===== config.mk =====
export PLATFORM = sky130hd
export DESIGN_NAME = pause_arbiter
export DESIGN_NICKNAME = d
export VERILOG_FILES = /design/src/rtl/pause_arbiter.sv
export SDC_FILE = /design/constraint.sdc
export NUM_CORES = 1
export LEC_CHECK = 0
export ABC_AREA = 0
export CAP_MARGIN = 5
export CORE_MARGIN = 2
export CORE_UTILIZATION = 40
export CTS_CLUSTER_DIAMETER = 200
export DETAILED_ROUTE_END_ITERATION = 6
export GPL_ROUTABILITY_DRIVEN = 0
export PLACE_DENSITY = 0.68
export REMOVE_ABC_BUFFERS = 1
export SLEW_MARGIN = 15
export SYNTH_ARGS = -nofsm -noshare
export SYNTH_HDL_FRONTEND = slang
export SYNTH_SLANG_ARGS = --single-unit

===== constraint.sdc =====
create_clock -name clk_sys -period 2.4 [get_ports clk_sys]
set_input_delay 0.48 -clock clk_sys [delete_from_list [all_inputs] [get_ports clk_sys]]
set_output_delay 0.48 -clock clk_sys [all_outputs]
set_load 0.05 [all_outputs]

===== src/rtl/pause_arbiter.sv =====
// Frame-aligned halt arbiter: merges user pause, OSD pause and hiscore RAM requests
// into one core halt taken at vblank, grants RAM once stopped, and times screen dimming.
module pause_arbiter #(
  parameter logic [31:0] DIM_CYCLES = 32'd480000000,
  parameter logic [20:0] DRAIN_MAX  = 21'd1000000
) (
  input  logic       clk_sys,
  input  logic       reset_n,
  input  logic       vblank,
  input  logic       btn_pause,
  input  logic       osd_open,
  input  logic       osd_pause_en,
  input  logic       hs_req,
  output logic       core_pause,
  output logic       hs_grant,
  output logic       dim_video,
  output logic [1:0] pause_state
);

  // state  | meaning
  // RUN    | core running, no stop source
  // DRAIN  | stop requested, waiting for vblank rise or timeout
  // PAUSED | core halted
  // HS     | core halted, hiscore engine owns RAM
  typedef enum logic [1:0] {RUN = 2'd0, DRAIN = 2'd1, PAUSED = 2'd2, HS = 2'd3} state_t;

  logic rst_meta_q, rst_sync_q, rst_n;

  // Assert asynchronously, release after two clk_sys edges.
  always_ff @(posedge clk_sys or negedge reset_n) begin
    if (!reset_n) begin
      rst_meta_q <= 1'b0;
      rst_sync_q <= 1'b0;
    end else begin
      rst_meta_q <= 1'b1;
      rst_sync_q <= rst_meta_q;
    end
  end
  assign rst_n = rst_sync_q;

  state_t      state_q, state_d;
  logic        user_tog_q, user_tog_d;
  logic        btn_dly_q, btn_dly_d;
  logic        vblank_dly_q, vblank_dly_d;
  logic [20:0] drain_cnt_q, drain_cnt_d;
  logic [31:0] dim_cnt_q, dim_cnt_d;
  logic        dim_video_q, dim_video_d;
  logic        btn_rise, vbl_rise, src, halted;

  always_ff @(posedge clk_sys or negedge rst_n) begin
    if (!rst_n) begin
      state_q      <= RUN;
      user_tog_q   <= 1'b0;
      btn_dly_q    <= 1'b0;
      vblank_dly_q <= 1'b0;
      drain_cnt_q  <= '0;
      dim_cnt_q    <= '0;
      dim_video_q  <= 1'b0;
    end else begin
      state_q      <= state_d;
      user_tog_q   <= user_tog_d;
      btn_dly_q    <= btn_dly_d;
      vblank_dly_q <= vblank_dly_d;
      drain_cnt_q  <= drain_cnt_d;
      dim_cnt_q    <= dim_cnt_d;
      dim_video_q  <= dim_video_d;
    end
  end

  always_comb begin
    btn_rise     = btn_pause & ~btn_dly_q;
    vbl_rise     = vblank & ~vblank_dly_q;
    btn_dly_d    = btn_pause;
    vblank_dly_d = vblank;
    user_tog_d   = user_tog_q ^ btn_rise;
    src          = user_tog_q | (osd_open & osd_pause_en) | hs_req;
    halted       = (state_q == PAUSED) || (state_q == HS);

    state_d     = state_q;
    drain_cnt_d = drain_cnt_q;
    case (state_q)
      RUN: begin
        if (src) begin
          state_d     = DRAIN;
          drain_cnt_d = '0;
        end
      end
      DRAIN: begin
        // Losing the source wins over a coincident vblank edge.
        if (!src) state_d = RUN;
        else if (vbl_rise || (drain_cnt_q == DRAIN_MAX - 21'd1)) state_d = PAUSED;
        else drain_cnt_d = drain_cnt_q + 21'd1;
      end
      PAUSED: begin
        if (hs_req) state_d = HS;
        else if (!src) state_d = RUN;
      end
      HS: begin
        if (!hs_req) state_d = PAUSED;
      end
      default: state_d = RUN;
    endcase

    if (!halted) dim_cnt_d = '0;
    else if (dim_cnt_q == DIM_CYCLES) dim_cnt_d = dim_cnt_q;
    else dim_cnt_d = dim_cnt_q + 32'd1;
    dim_video_d = halted && (dim_cnt_q == DIM_CYCLES);
  end

  always_comb begin
    core_pause  = (state_q == PAUSED) || (state_q == HS);
    hs_grant    = (state_q == HS);
    pause_state = state_q;
    dim_video   = dim_video_q;
  end

endmodule


After elaboration in Yosys (flattened, before gate mapping):

Index checks and enable logic that the tools add are counted.
Widths: inputs -> output; s select.

* register bits: 61
* input bits: 7
* output and inout port bits: 5
* logic and storage cells: 51

* add/sub/neg operators: 2
* equal/unequal tests: 12
* mux-type cells: 13
* bitwise operators: 8
* reduce and logical (&&, ||, !) cells: 7

Operator list (count)
* $mux 32: 2
* $mux 21: 3
* $pmux 21 s2: 1
* $add 32x1->32 const B: 1
* $eq 32x29->1 const B: 1
* $add 21x1->21 const B: 1
* $eq 21x20->1 const B: 1
* $mux 2: 6
* $ne 2x2->1 const B: 5
* $pmux 2 s4: 1
* $reduce_and 4->1: 2
* $ne 3x3->1 const B: 2
* $eq 2x2->1 const B: 2
* $and 1x1->1: 3
* $eq 2x1->1 const B: 1
* $logic_not 2->1: 1
* $logic_or 1x1->1: 2
* $not 1->1: 2
* $or 1x1->1: 2
* $reduce_bool 2->1: 1
* $logic_and 1x1->1: 1
* $xor 1x1->1: 1

Depth between registers and ports, before layout:

* word-level depth: 6
* gate-level depth with buffers: 7
* depth with buffers taken out: 6

Worst setup path after synthesis:

No wires, ideal clock.

* kind: reg-to-output
* start: reg state_q[1], in the netlist pause_state[1]
* end: out hs_grant
* data arrival time: 1767 ps
* data required time: 1920 ps
* slack: 153 ps
* cell stages (with the launch flop): 5
* path buffers: 3
* path through: dfrtp_1 buf_4 clkbuf_1 clkbuf_1 and2_1

* cells in the longest elaborated chain, start to end: 1

RTL lines
* from (decl): line 41 `state_t state_q, state_d;`
* from (signal assigned): line 60 `state_q <= state_d;`
* $eq 2x2->1: line 112 `hs_grant = (state_q == HS);`
* to (decl): line 15 `output logic hs_grant,`

Every way passes these cells.

Worst setup path after layout:

* start: in vblank
* end: reg drain_cnt_q[18]

* cells in the longest elaborated chain, start to end: 4

RTL lines
* from (decl): line 9 `input logic vblank,`
* $and 1x1->1: line 72 `vbl_rise = vblank & ~vblank_dly_q;`
* $logic_or 1x1->1: line 91 `else if (vbl_rise || (drain_cnt_q == DRAIN_MAX - 21'd1)) state_d = PAUSED;`
* $ne 2x2->1 (no source line)
* $reduce_and 4->1 (no source line)
* to (signal assigned): line 64 `drain_cnt_q <= drain_cnt_d;`
* to (decl): line 45 `logic [20:0] drain_cnt_q, drain_cnt_d;`

Every way passes these cells.
A chain may end at the register's enable or synchronous reset.

==> metrics <==
Layout Utilization 46.9%; max cap viols 0; Leak approximately 1.7 nW; CTS Hold Bufs 0; Least-Margin Pin Slew ~0.76 ns; post-DP HPWL 4730 µm; max incr delay on CP 0.47 ns; Final min period ~2.0 ns; Root Buffer clkbuf_8; post-route ant nets 0; post-CTS sizing 0; core area 8590 µm²; via/cell ratio 5.44; TritonCTS clock tree built; total grt overflow 0; EDFF count, synth 0; full die area approximately 9500 µm²; CP Capture Type flip-flop; Sequential Power Share 37.3%; Layout Area Growth over Synthesis 15.0%; Slew headroom between 40% and 50%; Num Clock Sinks 61; Startpoint Class input pin; H-tree Lvls 3; Post-Synthesis Cell Area ~3500 µm²; final WL approximately 7000 µm; R2R Path Start drain_cnt_q[1]; #FFs+latches synth 61; syn avg cell area about 9.8 µm²; Layout Nets 385; final setup vio count 0; commonest non-fill, non-tap cell in the layout dfrtp_1; Ant. Diodes 0; CTS Buffer Depth 2; TritonCTS buffer count 9; Fin Setup TNS 0 ns; IO Pins 12; Sequential Area 1530 µm²; r2r worst-path depth 6; worst hold slack slightly above 0.3 ns; critical path arrival 2.28 ns; Fillers 808; Multi-input gate area ~1900 µm²; register area share after synthesis 43.6%; share of cells above drive strength 1 15.6%; Clk pwr share 32.0%; via count roughly 2700; critical path's slowest cell or4b_1; # DRC 0; Synth top area share 43.6%; pins over their slew limit 0; initial antenna violation count 0; RSZ-0062 raised after global routing false; PD cells between 800 and 900 nW/µm²; clock skew 0.00818 ns; status complete, no violations; Synth Instances 359; first-pass GRT wire length 12200 µm; DRT Pass-1 Iters 4; most frequent cells in the layout 60 x dfrtp_1, 33 x nand2_1, 25 x and2_1, 25 x nand3_1, 17 x nor2_1; Die Wd 97.6 µm; Async SR Flop Fraction 100%; worst hold path type input pin to async pin; worst vdd ir ~0.85 mV; post-CTS setup buffers 0; initial DRC count just over 100; Final Hold Viols 0; port bufs 11; CP max FO 6; synth unique cells 55; final period utilization 83.7%; Clock Pin Slew Worst Setup and Hold Paths approximately 0.06 ns; Initial Utilization 40.7%; Pint 0.00219 W; WS Path Type input pin to flip-flop; CP cell instances clkdlybuf4s50_1, nor2b_1, buf_4, nor4_4, nand4_1, or4b_1, nand3_1; largest net degree at the start of global routing 45; combinational fraction of design power 30.7%; reg-to-reg slack, setup 0.41 ns; largest cells by area after synthesis dfrtp_1 44%, and2_1 4.5%, xnor2_1 3.8%; Achievable Freq 0.498 GHz; Global Route Usage Sum between 10% and 20%; Worst R2R End drain_cnt_q[18]; Post-Layout Cell Count between 400 and 500; CP required 2.67 ns; area leader, netlist dfrtp_1; Top FF cell, synth dfrtp_1; switching power share of the total 34.1%; wire length per cell approximately 14 µm; Chip Height 97.6 µm; count of yosys warnings during synthesis 0; vias in the first global route ~2600; cell row count 34; later-pin clock latency in the skew report 0.33 ns; placed insts 472; Sw Pwr 0.00113 W
## Yosys cell counts (all sizes together) (5+ instances only)
| cell type | instances |
|---|---|
| a21oi | 5 |
| a22o | 10 |
| nand3b | 5 |
| clkbuf | 9 |
| nand3 | 28 |
| inv | 11 |
| nor3 | 11 |
| nand4 | 12 |
| xor2 | 9 |
| xnor2 | 15 |
| nor4 | 15 |
| mux2i | 7 |
| dfrtp | 61 |
| and2 | 25 |
| nand2b | 9 |
| nand2 | 33 |
| buf | 8 |
| nor2 | 18 |
| mux2 | 6 |
| o211ai | 6 |
| and3 | 8 |
| o21ai | 5 |
## flip-flops by register name, indices dropped and copies added (netlist names)
signal and cells:
btn_dly_q 1, rst_n 1, user_tog_q 1, pause_state 2, rst_meta_q 1, vblank_dly_q 1
dim_cnt_q 32, drain_cnt_q 21, dim_video 1
## cell type report
type                    instances  share of cell area, %
flip-flops and latches         61                   37.9
multi-input cells             270                   46.1
inverters                      11                   1.03
well taps                     108                   3.36
clock buffers                  12                   4.10
repair buffers                 22                   5.78
clock inverters                 3                   1.68
## per-layer routing
| layer | share of wire [%] | vias up | global-route usage (%) |
|---|---|---|---|
| met3 | 3.1 | 8 | 4.75 |
| met2 | 49 | 32 | 25.6 |
| met1 | 47 | 1293 | 19.8 |
| li1 | - | 1318 | - |
| met5 | 0 | - | 0 |
| met4 | 1.1 | 0 | 4.38 |
## kinds of logic after synthesis
kind of cell	Yosys count	share of synthesized area [%]
AND/OR/NAND/NOR	189	33.5
flip-flops	61	43.6
buffers and inverters	28	3.32
other	1	0.107
AO/OA/AOI/OAI	40	8.43
adder cells (fa/ha/maj)	3	1.07
XOR/XNOR	24	6.00
multiplexers	13	3.93
## critical path, delay by kind of cell
family	cells	cell delay (ns)
AND/OR/NAND/NOR	5	1.19
buffers and inverters	2	0.61
## worst max path at each step
stage,cells after the start,from,endpoint
after floorplan,4,pause_state[1],drain_cnt_q[11]
after global placement,7,vblank,drain_cnt_q[18]
after detailed placement,7,vblank,drain_cnt_q[18]
after CTS,6,drain_cnt_q[0],drain_cnt_q[18]
after global routing,6,drain_cnt_q[0],drain_cnt_q[18]
final,7,vblank,drain_cnt_q[18]
## stage by stage
stage / cell area [µm²] / worst slack, ns / power, W
after floorplan: 3430 / -0.157 / 0.00184
final: 4030 / 0.390 / 0.00332
after global placement: 3790 / 0.0780 / 0.00225
after detailed placement: 3790 / 0.0481 / 0.00228
after global routing: 4030 / 0.245 / 0.00352
after CTS: 4030 / 0.399 / 0.00336
## power by group through the flow
stage | logic, W | registers, W | clock network, W
floorplan | 0.000418 | 0.00142 | 0
global placement | 0.00100 | 0.00125 | 0
detailed placement | 0.00102 | 0.00126 | 0
CTS | 0.00103 | 0.00124 | 0.00109
global route | 0.00112 | 0.00127 | 0.00113
finish | 0.00102 | 0.00124 | 0.00106
Note: power is estimated with default switching activity, not from simulation.
